==> config.mk <==
export PLATFORM = sky130hd
export DESIGN_NAME = fp_add_issue
export DESIGN_NICKNAME = d
export VERILOG_FILES = /design/src/rtl/fp_pkg.sv /design/src/rtl/fp_result_fifo.sv /design/src/rtl/fp_add_issue.sv
export SDC_FILE = /design/constraint.sdc
export NUM_CORES = 1
export LEC_CHECK = 0
export ABC_AREA = 1
export BUFFER_PORTS_ARGS = -buffer_cell sky130_fd_sc_hd__buf_2
export CAP_MARGIN = 30
export CELL_PAD_IN_SITES_DETAIL_PLACEMENT = 1
export CELL_PAD_IN_SITES_GLOBAL_PLACEMENT = 1
export CORE_AREA = 4 4 135 137
export CTS_CLUSTER_DIAMETER = 50
export DETAILED_ROUTE_END_ITERATION = 8
export DIE_AREA = 0 0 139 141
export GPL_TIMING_DRIVEN = 1
export PLACE_DENSITY = 0.84
export SLEW_MARGIN = 20
export SYNTH_ARGS = -nofsm -noshare
export SYNTH_HDL_FRONTEND = slang
export SYNTH_SLANG_ARGS = --single-unit
==> constraint.sdc <==
create_clock -name clk -period 7.68 [get_ports clk]
set_input_delay 0.768 -clock clk [delete_from_list [all_inputs] [get_ports clk]]
set_output_delay 0.768 -clock clk [all_outputs]
set_load 0.1 [all_outputs]
==> src/rtl/fp_pkg.sv <==
// Shared FP32 field widths, value classes and decode helpers used by the
// adder issue/writeback logic.
package fp_pkg;

    localparam int FP32_EXP_W = 8;
    localparam int FP32_MAN_W = 23;

    typedef enum logic [2:0] {
        ZERO    = 3'b000,
        SUBNORM = 3'b001,
        INF     = 3'b010,
        NAN     = 3'b011,
        NORMAL  = 3'b100
    } fp_type_t;

    function automatic fp_type_t fp_classify(input logic [FP32_EXP_W-1:0] e,
                                             input logic [FP32_MAN_W-1:0] m);
        if (e == '0)
            return (m == '0) ? ZERO : SUBNORM;
        else if (e == '1)
            return (m == '0) ? INF : NAN;
        else
            return NORMAL;
    endfunction

    function automatic logic is_nan(input logic [FP32_EXP_W-1:0] e,
                                    input logic [FP32_MAN_W-1:0] m);
        return fp_classify(e, m) == NAN;
    endfunction

    function automatic logic is_inf(input logic [FP32_EXP_W-1:0] e,
                                    input logic [FP32_MAN_W-1:0] m);
        return fp_classify(e, m) == INF;
    endfunction

endpackage

==> src/rtl/fp_result_fifo.sv <==
// Small result FIFO with wrapping pointers and a separate occupancy count.
// The head output holds the last popped value while the FIFO is empty.
module fp_result_fifo #(
    parameter int W     = 37,
    parameter int DEPTH = 2
) (
    input  logic         clk,
    input  logic         rst,
    input  logic         flush,
    input  logic         push,
    input  logic [W-1:0] din,
    input  logic         pop,
    output logic [W-1:0] dout,
    output logic         full,
    output logic         empty
);

    localparam int PTR_W = (DEPTH > 1) ? $clog2(DEPTH) : 1;
    localparam int CNT_W = $clog2(DEPTH + 1);

    logic [PTR_W-1:0] rd_ptr;
    logic [PTR_W-1:0] wr_ptr;
    logic [CNT_W-1:0] count;
    logic [W-1:0]     mem [DEPTH];
    logic [W-1:0]     last;
    logic             do_push;
    logic             do_pop;

    function automatic logic [PTR_W-1:0] next_ptr(input logic [PTR_W-1:0] p);
        return (p == PTR_W'(DEPTH - 1)) ? '0 : p + 1'b1;
    endfunction

    assign empty   = (count == '0);
    assign full    = (count == CNT_W'(DEPTH));
    assign do_push = push & ~flush;
    assign do_pop  = pop & ~empty & ~flush;
    assign dout    = empty ? last : mem[rd_ptr];

    // Push and pop in the same cycle both apply, even when full.
    always_ff @(posedge clk or posedge rst) begin
        if (rst) begin
            rd_ptr <= '0;
            wr_ptr <= '0;
            count  <= '0;
            last   <= '0;
            for (int i = 0; i < DEPTH; i++)
                mem[i] <= '0;
        end else if (flush) begin
            rd_ptr <= '0;
            wr_ptr <= '0;
            count  <= '0;
            if (!empty)
                last <= mem[rd_ptr];
        end else begin
            if (do_push) begin
                mem[wr_ptr] <= din;
                wr_ptr      <= next_ptr(wr_ptr);
            end
            if (do_pop) begin
                last   <= mem[rd_ptr];
                rd_ptr <= next_ptr(rd_ptr);
            end
            if (do_push && !do_pop)
                count <= count + 1'b1;
            else if (!do_push && do_pop)
                count <= count - 1'b1;
        end
    end

endmodule

==> src/rtl/fp_add_issue.sv <==
// Issue/writeback controller for a 1-stage pipelined FP32 adder: credit-based
// acceptance, tag pipe alongside the adder, and a result FIFO toward writeback.
module fp_add_issue
    import fp_pkg::*;
#(
    parameter int TAG_W   = 5,
    parameter int DEPTH   = 2,
    parameter int ADD_LAT = 1
) (
    input  logic             clk,
    input  logic             rst,
    input  logic             flush,
    input  logic             in_valid,
    output logic             in_ready,
    input  logic [31:0]      in_a,
    input  logic [31:0]      in_b,
    input  logic             in_sub,
    input  logic [TAG_W-1:0] in_tag,
    output logic [31:0]      add_a,
    output logic [31:0]      add_b,
    output logic             add_sub,
    input  logic [31:0]      add_s,
    output logic             out_valid,
    input  logic             out_ready,
    output logic [31:0]      out_result,
    output logic [TAG_W-1:0] out_tag,
    output logic             out_nan,
    output logic             out_inf
);

    localparam int CNT_W = $clog2(DEPTH + 1);
    localparam int W     = 32 + TAG_W;

    logic [CNT_W-1:0]   cnt;
    logic               accept;
    logic               pop;
    logic               push;
    logic               fifo_full;
    logic               fifo_empty;
    logic [W-1:0]       head;
    logic [ADD_LAT-1:0] pipe_vld;
    logic [TAG_W-1:0]   pipe_tag [ADD_LAT];

    assign add_a   = in_a;
    assign add_b   = in_b;
    assign add_sub = in_sub;

    // Ready depends only on the registered credit count, never on out_ready.
    assign in_ready  = ~rst & ~flush & (cnt < CNT_W'(DEPTH));
    assign accept    = in_valid & in_ready;
    assign out_valid = ~fifo_empty;
    assign pop       = out_valid & out_ready & ~flush;
    assign push      = pipe_vld[ADD_LAT-1] & ~flush;

    always_ff @(posedge clk or posedge rst) begin
        if (rst)
            cnt <= '0;
        else if (flush)
            cnt <= '0;
        else if (accept && !pop)
            cnt <= cnt + 1'b1;
        else if (!accept && pop)
            cnt <= cnt - 1'b1;
    end

    // Tag pipe mirrors the adder stages so each result meets its tag.
    always_ff @(posedge clk or posedge rst) begin
        if (rst) begin
            pipe_vld <= '0;
            for (int i = 0; i < ADD_LAT; i++)
                pipe_tag[i] <= '0;
        end else begin
            pipe_vld[0] <= accept;
            pipe_tag[0] <= in_tag;
            for (int i = 1; i < ADD_LAT; i++) begin
                pipe_vld[i] <= pipe_vld[i-1] & ~flush;
                pipe_tag[i] <= pipe_tag[i-1];
            end
        end
    end

    fp_result_fifo #(
        .W     (W),
        .DEPTH (DEPTH)
    ) u_fifo (
        .clk   (clk),
        .rst   (rst),
        .flush (flush),
        .push  (push),
        .din   ({add_s, pipe_tag[ADD_LAT-1]}),
        .pop   (pop),
        .dout  (head),
        .full  (fifo_full),
        .empty (fifo_empty)
    );

    assign out_result = head[W-1:TAG_W];
    assign out_tag    = head[TAG_W-1:0];
    assign out_nan    = is_nan(out_result[30:23], out_result[22:0]);
    assign out_inf    = is_inf(out_result[30:23], out_result[22:0]);

    no_overflow: assert property (@(posedge clk) disable iff (rst)
        !(push && fifo_full && !pop));

endmodule

==> reports/qor.yml, run 1 <==
detailed_routing:
  routedWlPerCell_um: 16.3
  drt_iter0_markers: 340
  num_vias: 5379
  ant_nets: 0
  wirelength_um: 17600
  drt_first_pass_iters: 4
  drcViolationCount: 0
  viasPerCell: 4.99
worst_setup_path:
  crit_fanout: 56
  crit_required_ns: 6.91
  cp-start-kind: "register"
  rrSetupSlack_ns: 5.13
  crit_arrival_ns: 3.26
  cp-end-kind: "output pin"
  path_class: "reg -> out"
job:
  cap_viol_max_count: 0
grt:
  grt_first_pass_wirelength_um: 29800
  grt_overflow: 0
  grt_antenna_before_repair: 1
  grt_start_max_net_pins: 76
  first_global_vias: 5901
  track_usage: 0.186
synthesis:
  syn_avg_cell_area_sq_um: 7.77
  synth_top_family_by_area: "simple AND/OR/NAND/NOR gates"
  ys_async_sr_fraction: 1.00
  synthTopCellsByCount: "nand2_1 (342), dfrtp_1 (123), inv_1 (82)"
  yosysMostFrequentCell: "nand2_1"
  yosysTopAreaCellShare: 0.469
  synth_fa_ha_area_frac: 0
  yosys.cell_types.count: 30
  synth_xor_xnor_area_share: 0.00133
  synthSimpleGateAreaFrac: 0.245
  synthMuxAreaShare: 0
  synth_seq_cells: 123
  synth_top_area_cell: "dfrtp_1"
  synth_edf_count: 0
  syn_inst: 845
  synth_area_sq_mm: 0.00656
  synth_compound_area_frac: 0.116
  synth_seq_area_share: 0.469
  yosysWarnings: 0
  ys.flop_type: "dfrtp_1"
  yosys-top-cells-area: "dfrtp_1 (47%), nand2_1 (20%), buf_4 (8.1%)"
  synth_nets: 952
timing:
  fin_crit_sh: 0.524
  skew_ns: 0.00772
  fmax_ghz: 0.249
  worstMarginPinSlew_ns: 0.794
  slew_headroom: 0.470
  finalSetupViolations: 0
  hold_viol_final: 0
  period_needed_ns: 4.02
  fin_tns_setup_ns: 0
  grt_setup_unrepaired: "no"
  slew_viol_final: 0
placement:
  placed_cells: 1048
  portBuffers: 82
  gp_congestion: 0.779
  dp_hpwl_um: 11500
die:
  core_sq_mm: 0.0171
  initial_core_util: 0.385
  io_pins: 213
  die_w_um: 139
  die_y_um: 141
  num_rows: 48
  dieArea_sq_mm: 0.0196
clock_tree:
  numCtsBuffers: 17
  cts_buffer_depth: 2
  postCtsHoldBufs: 0
  cts_tree: "built"
  clkSinkCount: 123
  cts.root.buffer_cell: "clkbuf_16"
  clk_pin_slew_ns: 0.05
  cts_htree_levels: 4
  clock_latency_ns: 0.42
  cts_resized: 0
  post-cts-setup-buffers: 0
layout:
  area_growth_pct: 7.59
  register_area_sq_mm: 0.00308
  multi_input_area_sq_mm: 0.00238
  fillers: 2129
  n_antenna_cell: 0
  fin_cells: 1079
  nets: 950
  layout-drive-gt1-share: 0.165
hold_path:
  hold_path.class: "in -> async"
power_and_ir_drop:
  p_per_area_mw_per_mm2: 475
  ir_worst_vdd_mv: 0.323
  p_leak_uw: 0.00374
run_status:
  status: "completed"
-- worst paths after layout --
check                                     start         endpoint  cells after the start
worst max-delay path            u_fifo.count[0]          out_inf                     12
worst min register to register  u_fifo.last[14]  u_fifo.last[14]                      2
worst max register to register  u_fifo.count[1]  u_fifo.last[27]                      8
max in group asynchronous                   rst  u_fifo.last[10]                      4
min in group clk                      in_tag[2]      pipe_tag[2]                      1
worst min-delay path                        rst   u_fifo.mem[24]                      2
-- layer usage --
| metal | GRT usage | up-vias | wire length [um] |
|---|---|---|---|
| met3 | 0.0339 | 53 | 660 |
| met1 | 0.231 | 2634 | 7820 |
| li1 | - | 2575 | - |
| met4 | 0.0896 | 2 | 463 |
| met2 | 0.314 | 115 | 8640 |
| met5 | 0 | - | 7 |
-- flip-flops by register name (all words and copies together), names as in the netlist --
signal,flops
u_fifo.wr_ptr,1
u_fifo.last,37
u_fifo.count,2
pipe_vld,1
pipe_tag,5
cnt,2
u_fifo.mem,74
u_fifo.rd_ptr,1
-- layout by cell type (no fill, tap or decap), drive strengths merged --
cell | Yosys | final
nand2 | 344 | 344
o211ai | 9 | 9
clkbuf | 15 | 21
inv | 86 | 86
o22ai | 1 | 1
and2 | 1 | 1
nand3 | 32 | 32
dfrtp | 123 | 123
nor2 | 23 | 23
clkinvlp | 0 | 2
buf | 94 | 88
or2 | 2 | 2
xor2 | 1 | 1
a21oi | 1 | 1
o221ai | 14 | 14
nor3 | 1 | 1
a31oi | 8 | 8
o21ai | 90 | 90
clkinv | 0 | 7
-- worst max-delay path: stages, from the launching register on --
cell,delay [ns]
dfrtp_1,0.38
inv_2,0.08
nand2_4,0.35
inv_1,0.72
nand2_1,0.12
nand2_1,0.14
nand2_1,0.07
nor2_1,0.11
nand2_1,0.07
nor2_2,0.19
nand2_1,0.08
nor2_1,0.08
buf_2,0.43
-- layout make-up --
cell class              count  share of cell area
clock inverters             9             0.00709
inverters                  86              0.0461
multi-input cells         527               0.337
repair buffers             88              0.0691
flip-flops and latches    123               0.436
well taps                 225              0.0399
clock buffers              21              0.0652
-- metrics by stage --
step	area [sq um]	util	hold slack [ns]	total power (uW)	worst slack, ns
2_1_floorplan	6560	-	0.452	2560	2.27
3_3_place_gp	6500	0.381	0.466	2610	4.14
3_5_place_dp	6520	0.382	0.470	2660	4.06
4_1_cts	7030	0.412	0.441	3380	3.59
5_1_grt	7060	0.414	0.288	3550	3.34
6_report	7060	0.414	0.283	3360	3.66
-- power by group --
part	leakage [uW]	total (uW)	switching, uW	internal [uW]
logic	0.00190	1710	1390	314
clock network	0.000254	697	278	420
registers	0.00159	954	103	850
-- logic make-up (layout without fill, tap and decap cells) --
kind of cell / after synthesis / after routing
simple gates: 403 / 403
flops: 123 / 123
buf+inv: 195 / 204
compound gates: 123 / 123
xor+xnor: 1 / 1
No activity file was read; power rests on OpenSTA's default activity.
==> run 2: changes to the inputs <==
- CORE_AREA: 4 4 135 137 -> 4 4 147 149
- DIE_AREA: 0 0 139 141 -> 0 0 151 153
- PLACE_DENSITY: 0.84 -> 0.75
- clock period: 7.68 -> 3.25 ns (I/O delays scaled with it)
==> run 2 against run 1 <==
  * Design area increased by 4.0%
  * Non-clock buffer count increased by 10
  * Sequential power grew 130%
  * Via count shrank 3.1%
  * First-iteration DRC count is 28% lower
  * Global-route usage fell by 2.6 points
  * Largest power group unchanged
  * Highest routed layer is now met4
==> reports/qor.yml, run 2 (synthesized netlist as in run 1, its figures left out) <==
grt:
  grt_antenna_before_repair: 0  # -1
  grt_overflow: 0  # unchanged
  first_global_vias: 5609  # -4.9%
  grt_start_max_net_pins: 55  # -28%
  grt_first_pass_wirelength_um: 29400  # -1.4%
  track_usage: 0.160  # -0.0260
die:
  io_pins: 213  # unchanged
  num_rows: 52  # +8.3%
  core_sq_mm: 0.0202  # +18%
  die_w_um: 151  # +8.6%
  die_y_um: 153  # +8.5%
  initial_core_util: 0.325  # -0.0594
  dieArea_sq_mm: 0.0231  # +18%
timing:
  slew_viol_final: 0  # unchanged
  hold_viol_final: 0  # unchanged
  fmax_ghz: 0.347
  fin_crit_sh: 0.887
  worstMarginPinSlew_ns: 0.730  # -0.0640 ns
  slew_headroom: 0.513  # +0.0435
  period_needed_ns: 2.88
  skew_ns: 0.00695  # -0.000763 ns
  fin_tns_setup_ns: 0  # unchanged
  grt_setup_unrepaired: "no"
  finalSetupViolations: 0  # unchanged
detailed_routing:
  num_vias: 5211  # -3.1%
  routedWlPerCell_um: 15.3  # -6.0%
  drcViolationCount: 0  # unchanged
  ant_nets: 0  # unchanged
  drt_first_pass_iters: 4  # unchanged
  drt_iter0_markers: 246  # -28%
  wirelength_um: 17400  # -0.98%
  viasPerCell: 4.58  # -8.1%
layout:
  fin_area_sq_mm: 0.00734  # +4.0%
  layout-drive-gt1-share: 0.174  # +0.00906
  area_growth_pct: 11.8
  n_antenna_cell: 0  # unchanged
  largest_reg_flops: 74  # unchanged
  layout_common_cells: "nand2_1 (340), dfrtp_1 (123), inv_1 (80), buf_2 (80), o21ai_0 (77)"
  regMostFlops: "u_fifo.mem"
  fin_cells: 1137  # +5.4%
  reg_top3: "u_fifo.mem (74), u_fifo.last (37), pipe_tag (5)"
  final_common_cell: "nand2_1"
  fin_util: 0.364  # -0.0501
  nets: 961  # +1.2%
clock_tree:
  clkSinkCount: 123  # unchanged
  cts.root.buffer_cell: "clkbuf_16"
  cts_buffer_depth: 2  # unchanged
  numCtsBuffers: 17  # unchanged
  cts_tree: "built"
  clock_latency_ns: 0.42  # about the same
  clk_pin_slew_ns: 0.05  # about the same
  cts_htree_levels: 4  # unchanged
  post-cts-setup-buffers: 0  # unchanged
power_and_ir_drop:
  ir_worst_vdd_mv: 0.557  # +72%
  p_per_area_mw_per_mm2: 1110  # +130%
  p_leak_uw: 0.00383  # +2.4%
  finalPower_uw: 8150  # +140%
placement:
  gp_congestion: 0.751  # -3.7%
  placed_area_sq_mm: 0.00670  # +2.7%
  portBuffers: 82  # unchanged
  placed_cells: 1099  # +4.9%
  dp_hpwl_um: 11900  # +3.7%
worst_setup_path:
  crit_fanout: 37  # -34%
  cp-end-kind: "output pin"
  path_class: "reg -> out"
  cp-start-kind: "register"
  crit_required_ns: 2.92  # -3.99 ns
  crit_arrival_ns: 2.56  # -0.70 ns
run_status:
  status: "completed"
job:
  cap_viol_max_count: 0  # unchanged
hold_path:
  hold_path.class: "in -> reg"
run 2: cell types whose count changed in the layout (fill, tap and decap cells not counted), sizes merged:
cell / change
buf: +5
dlygate4sd3: +5
clkbuf: +3
bufinv: +2
inv: -2
clkinv: -1
clkinvlp: +1
run 2: power by group:
| part | switching [uW] | internal [uW] | leakage [uW] |
|---|---|---|---|
| registers | 230 | 2010 | 0.00159 |
| clock network | 659 | 1200 | 0.000294 |
| logic | 3290 | 764 | 0.00195 |
run 2: worst paths after layout:
check	endpoint	slack (ns)	cells after the start	start
max	out_nan	0.37	10	u_fifo.count[1]
min	pipe_tag[3]	0.02	1	in_tag[3]
min reg2reg	u_fifo.last[14]	0.48	2	u_fifo.last[14]
max reg2reg	u_fifo.last[17]	1.40	7	u_fifo.count[0]
min in group asynchronous	cnt[1]	0.46	3	rst
max in group asynchronous	u_fifo.mem[31]	2.20	4	rst
run 2: area by class of cell:
class	count	area, sq um
repair inverters	1	5.00
well taps	270	338
flip-flops and latches	123	3080
repair buffers	98	623
fillers	2503	12800
inverters	86	330
multi-input cells	527	2380
clock inverters	8	90.1
clock buffers	24	492
run 2: worst max-delay path: stages (launching register included):
cell and delay (ns):
dfrtp_1 0.36, inv_2 0.06, nand2_4 0.23, buf_4 0.44
nor2_1 0.09, a31oi_2 0.28, nand2_1 0.09, nor2_1 0.09
nand2_1 0.10, a21oi_2 0.17, buf_12 0.19
run 2: layer usage:
metal,share of wire,GRT usage
met5,0,0
met4,0.019,0.0596
met3,0.033,0.0320
met2,0.49,0.261
met1,0.46,0.209
run 2: per-stage QoR:
| step | worst slack, ns | hold slack, ns |
|---|---|---|
| 2_1_floorplan | -0.421 | 0.356 |
| 3_3_place_gp | 0.618 | 0.436 |
| 3_5_place_dp | 0.519 | 0.343 |
| 4_1_cts | 0.0593 | 0.00805 |
| 5_1_grt | 0.120 | 0.00761 |
| 6_report | 0.368 | 0.0216 |
run 2: repair_timing:
action / 4_1_cts / 5_1_grt
resized for setup: 0 / 1
hold endpoints to repair: 12 / 0
endpoints found under the setup margin: 0 / 1
hold buffers: 5 / 0
